File: src/rtl/data_memory_arbiter_if.sv
`default_nettype none
// +----------------------------------------------------------------------------+
// | data_memory_arbiter_if: CPU, debug and data_memory buses of the arbiter.    |
// | Rev 1.0                                                                     |
// +----------------------------------------------------------------------------+
interface data_memory_arbiter_if;
  logic        CPU_Req;
  logic        CPU_W_En;
  logic [2:0]  CPU_Control;
  logic [31:0] CPU_Addr;
  logic [31:0] CPU_W_Data;
  logic        CPU_Stall;
  logic        CPU_R_Valid;
  logic [31:0] CPU_R_Data;
  logic        CPU_Err;

  logic        DBG_Req;
  logic        DBG_W_En;
  logic [2:0]  DBG_Control;
  logic [31:0] DBG_Addr;
  logic [31:0] DBG_W_Data;
  logic        DBG_Ack;
  logic [31:0] DBG_R_Data;
  logic        DBG_Err;

  logic        MEM_W_En;
  logic [2:0]  MEM_Control;
  logic [31:0] RW_Addr;
  logic [31:0] W_Data;
  logic [31:0] Data_Out;

  // slave: the arbiter; master: requesters plus data_memory
  modport slave (
    input  CPU_Req, CPU_W_En, CPU_Control, CPU_Addr, CPU_W_Data,
    output CPU_Stall, CPU_R_Valid, CPU_R_Data, CPU_Err,
    input  DBG_Req, DBG_W_En, DBG_Control, DBG_Addr, DBG_W_Data,
    output DBG_Ack, DBG_R_Data, DBG_Err,
    output MEM_W_En, MEM_Control, RW_Addr, W_Data,
    input  Data_Out
  );

  modport master (
    output CPU_Req, CPU_W_En, CPU_Control, CPU_Addr, CPU_W_Data,
    input  CPU_Stall, CPU_R_Valid, CPU_R_Data, CPU_Err,
    output DBG_Req, DBG_W_En, DBG_Control, DBG_Addr, DBG_W_Data,
    input  DBG_Ack, DBG_R_Data, DBG_Err,
    input  MEM_W_En, MEM_Control, RW_Addr, W_Data,
    output Data_Out
  );
endinterface
`default_nettype wire

File: src/rtl/data_memory_arbiter.sv
`default_nettype none
// +----------------------------------------------------------------------------+
// | data_memory_arbiter: shares single-port data_memory between CPU and debug.  |
// | Optional macro DMEM_ARB_FAIR_EN adds a starvation limit for the debug port. |
// | Rev 1.0                                                                     |
// +----------------------------------------------------------------------------+
module data_memory_arbiter #(
  parameter int MEM_BYTES    = 256,
  parameter int STARVE_LIMIT = 8
) (
  input  wire logic              CLK,
  input  wire logic              RST,
  data_memory_arbiter_if.slave   bus
);

  localparam logic [2:0] MEM_BYTE              = 3'd0;
  localparam logic [2:0] MEM_HALFWORD          = 3'd1;
  localparam logic [2:0] MEM_WORD              = 3'd2;
  localparam logic [2:0] MEM_BYTE_UNSIGNED     = 3'd3;
  localparam logic [2:0] MEM_HALFWORD_UNSIGNED = 3'd4;
  localparam logic [31:0] MEM_LIMIT            = 32'(MEM_BYTES);

  if (MEM_BYTES < 4 || STARVE_LIMIT < 1) begin : g_param_check
    $error("data_memory_arbiter: MEM_BYTES must be >= 4 and STARVE_LIMIT >= 1");
  end

  typedef enum logic [1:0] {
    IDLE   = 2'd0,
    RD_CPU = 2'd1,
    RD_DBG = 2'd2
  } state_t;

  state_t r_state;
  state_t w_next;

  logic w_idle;
  logic w_force_dbg;
  logic w_gnt_cpu;
  logic w_gnt_dbg;
  logic w_cpu_err;
  logic w_dbg_err;

  function automatic logic f_access_err(input logic [2:0] ctrl, input logic [31:0] addr);
    logic misaligned;
    misaligned = ((ctrl == MEM_HALFWORD || ctrl == MEM_HALFWORD_UNSIGNED) && addr[0])
               || (ctrl == MEM_WORD && addr[1:0] != 2'b00);
    return misaligned || (addr >= MEM_LIMIT);
  endfunction

  assign w_idle    = (r_state == IDLE) && !RST;
  assign w_cpu_err = f_access_err(bus.CPU_Control, bus.CPU_Addr);
  assign w_dbg_err = f_access_err(bus.DBG_Control, bus.DBG_Addr);

`ifdef DMEM_ARB_FAIR_EN
  localparam int CNT_W = $clog2(STARVE_LIMIT + 1);
  localparam logic [CNT_W-1:0] STARVE_MAX = CNT_W'(STARVE_LIMIT);

  logic [CNT_W-1:0] r_starve;

  // Saturates at the limit so the forced slot is held until DBG is served
  always_ff @(posedge CLK) begin
    if (RST) begin
      r_starve <= '0;
    end else if (!bus.DBG_Req || w_gnt_dbg) begin
      r_starve <= '0;
    end else if (w_gnt_cpu && r_starve != STARVE_MAX) begin
      r_starve <= r_starve + CNT_W'(1);
    end
  end

  assign w_force_dbg = bus.DBG_Req && (r_starve == STARVE_MAX);
`else
  assign w_force_dbg = 1'b0;
`endif

  assign w_gnt_cpu = w_idle && bus.CPU_Req && !w_force_dbg;
  assign w_gnt_dbg = w_idle && bus.DBG_Req && (!bus.CPU_Req || w_force_dbg);

  always_ff @(posedge CLK) begin
    if (RST) begin
      r_state <= IDLE;
    end else begin
      r_state <= w_next;
    end
  end

  always_comb begin
    w_next          = r_state;
    bus.CPU_Stall   = bus.CPU_Req;
    bus.CPU_R_Valid = 1'b0;
    bus.CPU_R_Data  = '0;
    bus.CPU_Err     = 1'b0;
    bus.DBG_Ack     = 1'b0;
    bus.DBG_R_Data  = '0;
    bus.DBG_Err     = 1'b0;
    bus.MEM_W_En    = 1'b0;
    bus.MEM_Control = MEM_WORD;
    bus.RW_Addr     = '0;
    bus.W_Data      = '0;

    if (!RST) begin
      case (r_state)
        IDLE: begin
          if (w_gnt_cpu) begin
            if (w_cpu_err) begin
              bus.CPU_Err     = 1'b1;
              bus.CPU_Stall   = 1'b0;
              bus.CPU_R_Valid = !bus.CPU_W_En;
            end else begin
              bus.MEM_W_En    = bus.CPU_W_En;
              bus.MEM_Control = bus.CPU_Control;
              bus.RW_Addr     = bus.CPU_Addr;
              bus.W_Data      = bus.CPU_W_Data;
              if (bus.CPU_W_En) begin
                bus.CPU_Stall = 1'b0;
              end else begin
                w_next = RD_CPU;
              end
            end
          end else if (w_gnt_dbg) begin
            if (w_dbg_err) begin
              bus.DBG_Ack = 1'b1;
              bus.DBG_Err = 1'b1;
            end else begin
              bus.MEM_W_En    = bus.DBG_W_En;
              bus.MEM_Control = bus.DBG_Control;
              bus.RW_Addr     = bus.DBG_Addr;
              bus.W_Data      = bus.DBG_W_Data;
              if (bus.DBG_W_En) begin
                bus.DBG_Ack = 1'b1;
              end else begin
                w_next = RD_DBG;
              end
            end
          end
        end
        // Read data returns the cycle after the address; no new grant here
        RD_CPU: begin
          bus.CPU_R_Data  = bus.Data_Out;
          bus.CPU_R_Valid = 1'b1;
          bus.CPU_Stall   = 1'b0;
          w_next          = IDLE;
        end
        RD_DBG: begin
          bus.DBG_R_Data = bus.Data_Out;
          bus.DBG_Ack    = 1'b1;
          w_next         = IDLE;
        end
        default: w_next = IDLE;
      endcase
    end
  end

endmodule
`default_nettype wire

File: src/flat_wrapper.sv
// flat-port wrapper written by rule: the top's interface ports become plain ports
module data_memory_arbiter_flat 
#(
  parameter int MEM_BYTES    = 256,
  parameter int STARVE_LIMIT = 8
)
  (CLK, RST, bus_CPU_Req, bus_CPU_W_En, bus_CPU_Control, bus_CPU_Addr, bus_CPU_W_Data, bus_CPU_Stall, bus_CPU_R_Valid, bus_CPU_R_Data, bus_CPU_Err, bus_DBG_Req, bus_DBG_W_En, bus_DBG_Control, bus_DBG_Addr, bus_DBG_W_Data, bus_DBG_Ack, bus_DBG_R_Data, bus_DBG_Err, bus_MEM_W_En, bus_MEM_Control, bus_RW_Addr, bus_W_Data, bus_Data_Out);
  data_memory_arbiter_if bus_i ();
  input  wire logic CLK;
  input  wire logic RST;
  input wire logic [$bits(bus_i.CPU_Req)-1:0] bus_CPU_Req;
  input wire logic [$bits(bus_i.CPU_W_En)-1:0] bus_CPU_W_En;
  input wire logic [$bits(bus_i.CPU_Control)-1:0] bus_CPU_Control;
  input wire logic [$bits(bus_i.CPU_Addr)-1:0] bus_CPU_Addr;
  input wire logic [$bits(bus_i.CPU_W_Data)-1:0] bus_CPU_W_Data;
  output wire logic [$bits(bus_i.CPU_Stall)-1:0] bus_CPU_Stall;
  output wire logic [$bits(bus_i.CPU_R_Valid)-1:0] bus_CPU_R_Valid;
  output wire logic [$bits(bus_i.CPU_R_Data)-1:0] bus_CPU_R_Data;
  output wire logic [$bits(bus_i.CPU_Err)-1:0] bus_CPU_Err;
  input wire logic [$bits(bus_i.DBG_Req)-1:0] bus_DBG_Req;
  input wire logic [$bits(bus_i.DBG_W_En)-1:0] bus_DBG_W_En;
  input wire logic [$bits(bus_i.DBG_Control)-1:0] bus_DBG_Control;
  input wire logic [$bits(bus_i.DBG_Addr)-1:0] bus_DBG_Addr;
  input wire logic [$bits(bus_i.DBG_W_Data)-1:0] bus_DBG_W_Data;
  output wire logic [$bits(bus_i.DBG_Ack)-1:0] bus_DBG_Ack;
  output wire logic [$bits(bus_i.DBG_R_Data)-1:0] bus_DBG_R_Data;
  output wire logic [$bits(bus_i.DBG_Err)-1:0] bus_DBG_Err;
  output wire logic [$bits(bus_i.MEM_W_En)-1:0] bus_MEM_W_En;
  output wire logic [$bits(bus_i.MEM_Control)-1:0] bus_MEM_Control;
  output wire logic [$bits(bus_i.RW_Addr)-1:0] bus_RW_Addr;
  output wire logic [$bits(bus_i.W_Data)-1:0] bus_W_Data;
  input wire logic [$bits(bus_i.Data_Out)-1:0] bus_Data_Out;
  assign bus_i.CPU_Req = bus_CPU_Req;
  assign bus_i.CPU_W_En = bus_CPU_W_En;
  assign bus_i.CPU_Control = bus_CPU_Control;
  assign bus_i.CPU_Addr = bus_CPU_Addr;
  assign bus_i.CPU_W_Data = bus_CPU_W_Data;
  assign bus_CPU_Stall = bus_i.CPU_Stall;
  assign bus_CPU_R_Valid = bus_i.CPU_R_Valid;
  assign bus_CPU_R_Data = bus_i.CPU_R_Data;
  assign bus_CPU_Err = bus_i.CPU_Err;
  assign bus_i.DBG_Req = bus_DBG_Req;
  assign bus_i.DBG_W_En = bus_DBG_W_En;
  assign bus_i.DBG_Control = bus_DBG_Control;
  assign bus_i.DBG_Addr = bus_DBG_Addr;
  assign bus_i.DBG_W_Data = bus_DBG_W_Data;
  assign bus_DBG_Ack = bus_i.DBG_Ack;
  assign bus_DBG_R_Data = bus_i.DBG_R_Data;
  assign bus_DBG_Err = bus_i.DBG_Err;
  assign bus_MEM_W_En = bus_i.MEM_W_En;
  assign bus_MEM_Control = bus_i.MEM_Control;
  assign bus_RW_Addr = bus_i.RW_Addr;
  assign bus_W_Data = bus_i.W_Data;
  assign bus_i.Data_Out = bus_Data_Out;
  data_memory_arbiter #(.MEM_BYTES(MEM_BYTES), .STARVE_LIMIT(STARVE_LIMIT)) u_core (.CLK(CLK), .RST(RST), .bus(bus_i));
endmodule
File: config.mk
export PLATFORM = sky130hd
export DESIGN_NAME = data_memory_arbiter_flat
export DESIGN_NICKNAME = d
export VERILOG_FILES = /design/src/rtl/data_memory_arbiter_if.sv /design/src/rtl/data_memory_arbiter.sv /design/src/flat_wrapper.sv
export SDC_FILE = /design/constraint.sdc
export NUM_CORES = 1
export LEC_CHECK = 0
export BUFFER_PORTS_ARGS = -buffer_cell sky130_fd_sc_hd__buf_4
export CAP_MARGIN = 10
export CORE_AREA = 10 10 113 115
export DETAILED_ROUTE_END_ITERATION = 16
export DIE_AREA = 0 0 123 125
export HOLD_SLACK_MARGIN = 0.06
export SYNTH_ARGS = -nofsm -noshare
export SYNTH_HDL_FRONTEND = slang
export SYNTH_SLANG_ARGS = --single-unit
File: constraint.sdc
create_clock -name CLK -period 2.1 [get_ports CLK]
set_input_delay 0.105 -clock CLK [delete_from_list [all_inputs] [get_ports CLK]]
set_output_delay 0.105 -clock CLK [all_outputs]
set_load 0.05 [all_outputs]
* Word level (Yosys, flattened, before mapping)
Cells that the tools add are included.
Operators by class: magnitude comparators 2, eq/ne operators 12, mux-type cells 58, bitwise gates (word level) 1, reduce and logical (&&, ||, !) cells 23
Operator list (number):
- $mux 32 | 16
- $ge 32x9->1 const B | 2
- $mux 1 | 27
- $mux 3 | 6
- $mux 2 | 6
- $logic_and 1x1->1 | 8
- $eq 3x1->1 const B | 2
- $eq 3x2->1 const B | 2
- $eq 3x3->1 const B | 2
- $logic_or 1x1->1 | 6
- $pmux 1 s2 | 3
- $reduce_bool 2->1 | 3
- $reduce_and 5->1 | 1
- $ne 2x1->1 const B | 2
- $ne 2x2->1 const B | 2
- $logic_not 1->1 | 3
- $eq 2x1->1 const B | 1
- $eq 2x2->1 const B | 1
- $logic_not 2->1 | 1
- $reduce_or 2->1 | 1
- $not 1->1 | 1
Word-level totals: flip-flop bits (word level) 2, output and inout bits 137, word-level logic and storage cells 97

* Depth between registers and ports, before layout
Gate-level depths: netlist (run 1).
depth after elaboration 10, depth in mapped cells 6

* Least setup slack after synthesis (run 1)
No wires, ideal clock.
path kind input to output, from input bus_CPU_Addr[31], to output bus_CPU_Stall, arrival 2.614 ns, data required time 1.995 ns, path slack -0.619 ns, cell stages on the path 4, path buffers 0, cells stage by stage or4_1 -> nor2_1 -> nand3_2 -> o41ai_1
On the way: longest elaborated chain between the ends 6
Ends and longest elaborated chain:
- from (decl) | RTL line flat_wrapper.sv:14 | input wire logic [$bits(bus_i.CPU_Addr)-1:0] bus_CPU_Addr;
- $ge 32x9->1 | RTL line data_memory_arbiter.sv:47 | return misaligned || (addr >= MEM_LIMIT);
- $logic_or 1x1->1 | RTL line data_memory_arbiter.sv:47
- $mux 1 | RTL line data_memory_arbiter.sv:105 | if (w_cpu_err) begin
- $mux 1 | RTL line data_memory_arbiter.sv:104 | if (w_gnt_cpu) begin
- $pmux 1 s2 | RTL line data_memory_arbiter.sv:102 | case (r_state)
- $mux 1 | RTL line data_memory_arbiter.sv:101 | if (!RST) begin
- to (decl) | RTL line flat_wrapper.sv:16 | output wire logic [$bits(bus_i.CPU_Stall)-1:0] bus_CPU_Stall;
Every way passes these cells.

* Final worst setup path (run 1)
from input bus_CPU_Addr[31], to output bus_MEM_Control[1]
On the way: longest elaborated chain between the ends 6
Ends and longest elaborated chain:
- $ge 32x9->1 | RTL line data_memory_arbiter.sv:47
- $logic_or 1x1->1 | RTL line data_memory_arbiter.sv:47
- $mux 3 | RTL line data_memory_arbiter.sv:105
- $mux 3 | RTL line data_memory_arbiter.sv:104
- $mux 3 | RTL line data_memory_arbiter.sv:102
- $mux 3 | RTL line data_memory_arbiter.sv:101
- to (decl) | RTL line flat_wrapper.sv:29 | output wire logic [$bits(bus_i.MEM_Control)-1:0] bus_MEM_Control;
Every way passes these cells.

==> flow_metrics.env, run 1 <==
export IMPL_yosys_cell_types_count=32
export IMPL_cts_tree="built"
export IMPL_grt_ovfl_total=0
export IMPL_final_cells=651
export IMPL_clk_latency_ps=210
export IMPL_worst_path_buf_inv=3
export IMPL_clk_pin_slew_ps=30
export IMPL_wl_per_cell_um=19.1
export IMPL_dieArea_um2=15400
export IMPL_synth_cell_area_um2=1560
export IMPL_skew_ps=0.819
export IMPL_gp_congestion=0.907
export IMPL_floorplan_initialDensity=0.147
export IMPL_num_antenna_cells=0
export IMPL_synth_seq_cells=2
export IMPL_grt_pass1_vias=3052
export IMPL_grt_setup_unrepaired="false"
export IMPL_grt_max_degree=45
export IMPL_ios=309
export IMPL_yosys_area_top_type="a22o_2"
export IMPL_drive_above_1_share=0.661
export IMPL_largest_register="u_core.r_state"
export IMPL_antenna_found_initial=0
export IMPL_holdWs_ps=122
export IMPL_criticalPathCategory="input port to output pin"
export IMPL_syn_avg_cell_area_um2=6.52
export IMPL_finalSetupTns_ps=0
export IMPL_port_buffers=284
export IMPL_ys_warnings_count=0
export IMPL_cp_num_cells=8
export IMPL_yosysSeqAreaShare=0.0257
export IMPL_powerDensity_nw_per_um2=170
export IMPL_maxSlewViolCount=0
export IMPL_initialDrtViolationCount=103
export IMPL_critPathMaxStageDelay_ps=510
export IMPL_final_hold_violation_count=0
export IMPL_fin_nets=685
export IMPL_post_route_drc_count=0
export IMPL_coreArea_um2=10600
export IMPL_worstHoldPathType="input port to register"
export IMPL_antenna_left=0
export IMPL_fin_crit_sh=0.945
export IMPL_critPathArrivalTime_ps=1880
export IMPL_path_cells="buf_4 > or4_1 > nor2_1 > nand3_2 > buf_4 > nor4_1 > a21oi_1 > buf_4"
export IMPL_cap_violations=0
export IMPL_cts_sinks=2
export IMPL_ir_drop_v=0.000119
export IMPL_clock_path_buffers=2
export IMPL_grt_pass1_wl_um=17800
export IMPL_worstPathRequired_ps=2000
export IMPL_die_height_um=125
export IMPL_postSynthCellCount=239
export IMPL_dp_hpwl_um=11100
export IMPL_syn2layout_area_growth_pct=142
export IMPL_routed_wirelength_um=12500
export IMPL_post_route_min_period_ps=1980
export IMPL_cpMostUsedCell="buf_4"
export IMPL_finalSetupViolations=0
export IMPL_rr_worst_depth=3
export IMPL_cpLargestDelayFamily="simple AND/OR/NAND/NOR gates"
export IMPL_viasPerCell=4.27
export IMPL_netlist_top_cells_area="a22o_2 (24%), nor2_1 (17%), nand2b_1 (14%)"
export IMPL_row_count=38
export IMPL_critPathLaunchType="input port"
export IMPL_htreeDepth=1
export IMPL_final_core_utilization=0.355
export IMPL_status="complete, no violations"
export IMPL_via_count=2782
export IMPL_max_freq_ghz=0.504
export IMPL_die_w_um=123
export IMPL_p_leak_nw=1.97
export IMPL_largest_reg_flops=2
export IMPL_cts_root_buf="clkbuf_8"
export IMPL_holdBufCountCts=0
export IMPL_biggestRegsByFlops="u_core.r_state: 2 flops"
export IMPL_crit_path_end_kind="output pin"
export IMPL_synth_top_area_frac=0.244
export IMPL_crit_path_max_fanout=4
export IMPL_grt_total_usage=0.146
export IMPL_cts_made_buffers=3
export IMPL_placed_cells=647
export IMPL_dr_pass1_iters=4
export IMPL_hold_depth=2
export IMPL_cpMaxStageDelayCell="or4_1"
-- path summary, 6_finish.rpt --
kind         slack (ps)               from                 end
max                 120   bus_CPU_Addr[31]  bus_MEM_Control[1]
min                 120       bus_DBG_W_En   u_core.r_state[1]
max reg2reg         860  u_core.r_state[1]   u_core.r_state[1]
min reg2reg         770  u_core.r_state[0]   u_core.r_state[1]
-- worst register-to-register path, stage by stage (launching register included) --
cell and delay [ps]:
dfxtp_1 330, nor3_2 220, nand3b_1 200, nor4_1 380
-- cells by family after synthesis --
| kind of cell | share of synthesized area |
|---|---|
| AOI/OAI and AO/OA | 0.319 |
| buffers and inverters | 0.207 |
| other | 0.00241 |
| xor gates and xnor gates | 0.00562 |
| and+or+nand+nor | 0.440 |
| DFF | 0.0257 |
-- metrics by stage --
stage	power, mW	setup WS (ps)	cell area [um2]
floorplan	0.240	10.6	1650
global placement	0.478	131	3710
detailed placement	0.482	126	3710
CTS	0.644	41.8	3750
global route	0.674	19.6	3770
finish	0.641	116	3770
-- where the power goes --
| part | internal [mW] | switching, mW |
|---|---|---|
| Combinational | 0.234 | 0.214 |
| Clock | 0.122 | 0.0333 |
| Sequential | 0.0383 | 0.000000000467 |
| Total | 0.394 | 0.247 |
-- routing by layer --
metal / vias to the layer above / part of all wire / global-route usage
li1: 1344 / - / -
met1: 1238 / 0.32 / 0.135
met2: 194 / 0.52 / 0.275
met3: 6 / 0.15 / 0.0747
met4: 0 / 0.0093 / 0.0308
met5: - / 0 / 0
-- cells in the final DEF (no fill, tap or decap), drive strengths merged, types with 2 or more instances in the layout --
cell type  instances
nor3               4
nor2              71
nand2b            35
conb              24
buf              290
a22o              43
clkbuf             3
dfxtp              2
nor4              13
nand2              3
inv                2
or4                2
o21ai              2
a21oi              3
-- cell usage after synthesis (all sizes together) --
cell type / n
xnor2: 1
a31o: 1
a22o: 43
o21a: 1
or3: 1
nand2b: 35
nand2: 3
nand3b: 1
nand4: 1
or2: 1
nor2: 71
nor4: 13
nor3b: 1
or4: 2
o21ai: 2
inv: 2
dfxtp: 2
clkbuf: 12
o32ai: 1
nand3: 1
a211o: 1
a31oi: 1
o41ai: 1
buf: 32
a21oi: 3
nor3: 4
conb: 1
and4bb: 1
-- area by class of cell --
class	instances	area (um2)
Timing Repair Buffer	290	2200
Clock buffer	3	41.3
Inverter	2	7.51
Tap cell	140	175
Multi-Input combinational cell	214	1300
Fill cell	1119	6840
Sequential cell	2	40.0
-- timing repair --
item	CTS	global route
gates resized for setup	0	1
setup endpoints to repair	0	40
setup buffers	0	1
Note: power is estimated with default switching activity, not from simulation.
==> run 2: changes to the inputs <==
CORE_AREA = 2 2 121 123   (was 10 10 113 115)
==> run 2 against run 1 <==
  * Routed wire length shrank 11%
  * Flip-flop and latch count stayed put
  * Clock-buffer cell count is the same
  * Final cell count grew 8.6%
  * Via count is 2.0% higher
  * Critical path type is now register to output pin
  * Highest routed layer unchanged
==> flow_metrics.env, run 2 (synthesis results as in run 1) <==
export IMPL_status="complete, no violations"
export IMPL_antenna_found_initial=0
export IMPL_cts_root_buf="clkbuf_16"
export IMPL_die_height_um=125
export IMPL_ios=309
export IMPL_crit_path_end_kind="output pin"
export IMPL_tightestPinTransition_ps=502
export IMPL_antenna_left=0
export IMPL_coreArea_um2=14200
export IMPL_worstPathRequired_ps=2000
export IMPL_largest_reg_flops=2
export IMPL_syn2layout_area_growth_pct=155
export IMPL_fin_crit_sh=0.955
export IMPL_finalPower_mw=0.785
export IMPL_cap_violations=0
export IMPL_powerDensity_nw_per_um2=197
export IMPL_critPathLaunchType="register"
export IMPL_maxSlewViolCount=0
export IMPL_grt_pass1_vias=2714
export IMPL_final_area_um2=3980
export IMPL_drive_above_1_share=0.673
export IMPL_dr_pass1_iters=4
export IMPL_grt_ovfl_total=0
export IMPL_wl_per_cell_um=15.7
export IMPL_initialDrtViolationCount=119
export IMPL_cts_made_buffers=3
export IMPL_port_buffers=284
export IMPL_grt_pass1_wl_um=14800
export IMPL_row_count=44
export IMPL_biggestRegsByFlops="u_core.r_state: 2 flops"
export IMPL_routed_wirelength_um=11100
export IMPL_cts_sinks=2
export IMPL_cts_tree="built"
export IMPL_skew_ps=0.565
export IMPL_grt_max_degree=45
export IMPL_grt_total_usage=0.126
export IMPL_clock_path_buffers=2
export IMPL_critPathArrivalTime_ps=1900
export IMPL_max_freq_ghz=0.499
export IMPL_place_area_um2=3830
export IMPL_post_route_drc_count=0
export IMPL_final_common_cell="buf_4"
export IMPL_finalSetupViolations=0
export IMPL_via_count=2838
export IMPL_num_antenna_cells=0
export IMPL_worstHoldPathType="input port to register"
export IMPL_dieArea_um2=15400
export IMPL_p_leak_nw=2.06
export IMPL_post_route_min_period_ps=2010
export IMPL_clk_pin_slew_ps=30
export IMPL_clk_latency_ps=220
export IMPL_viasPerCell=4.01
export IMPL_crit_path_max_fanout=44
export IMPL_criticalPathCategory="register to output pin"
export IMPL_die_w_um=123
export IMPL_dp_hpwl_um=9040
export IMPL_ir_drop_v=0.000110
export IMPL_maxSlewHeadroom=0.662
export IMPL_mostFrequentLayoutCells="buf_4 (298), nor2_1 (71), a22o_2 (38), nand2b_1 (35), conb_1 (24)"
export IMPL_final_hold_violation_count=0
export IMPL_fin_nets=697
export IMPL_gp_congestion=0.766
export IMPL_htreeDepth=1
export IMPL_largest_register="u_core.r_state"
export IMPL_floorplan_initialDensity=0.110
[run 2: changes by cell type in the layout (fill, tap and decap cells not counted), sizes merged]
cell,change
buf,+11
clkbuf,+1
[run 2: through the flow]
stage | util | cells | setup TNS, ps | hold WS, ps | setup WS (ps)
after global placement | 0.270 | 699 | -33.8 | 344 | -33.8
after floorplan | - | 262 | 0 | 184 | 10.6
final | 0.280 | 707 | 0 | 110 | 94.2
after CTS | 0.276 | 703 | 0 | 113 | 2.56
after global routing | 0.280 | 707 | -3.91 | 118 | -3.12
after detailed placement | 0.270 | 699 | -2.34 | 342 | -2.34
[run 2: path summary, 6_finish.rpt]
kind                     start           endpoint  slack [ps]  depth (start not counted)
max reg2reg  u_core.r_state[1]  u_core.r_state[1]         600                          4
min reg2reg  u_core.r_state[0]  u_core.r_state[0]         800                          4
min               bus_CPU_W_En  u_core.r_state[0]         110                          2
max          u_core.r_state[1]     bus_W_Data[25]          90                          6
[run 2: report_power, final]
group | switching, mW | leakage, nW | internal (mW)
Combinational | 0.221 | 2.00 | 0.238
Sequential | 0.000000000483 | 0.0161 | 0.0383
Clock | 0.0455 | 0.0370 | 0.242
[run 2: final cells by class]
| cell class | instances | area [um2] |
|---|---|---|
| clock buffer | 3 | 75.1 |
| tap | 184 | 230 |
| fill | 1547 | 10200 |
| inverter | 2 | 7.51 |
| multi-input combinational | 214 | 1310 |
| timing repair buffer | 302 | 2310 |
| sequential | 2 | 40.0 |
[run 2: critical path: stages (launching register included)]
cell	delay [ps]
dfxtp_1	330
nor3_2	210
nand3b_1	220
nor3_4	270
buf_12	240
a22o_2	200
buf_4	200
[run 2: timing repair]
action                     in CTS  in global routing
gates resized for setup         1                  2
buffers inserted                1                  2
gates cloned                    0                  2
setup endpoints to repair      14                 45
pin swaps                       1                  2
hold buffers                    0                  0
[run 2: layer usage]
metal | GRT usage | share of wire | up-vias
met1 | 0.147 | 0.38 | 1282
li1 | - | - | 1364
met2 | 0.225 | 0.49 | 187
met3 | 0.0397 | 0.12 | 5
met5 | 0 | 0 | -
met4 | 0.0221 | 0.0059 | 0
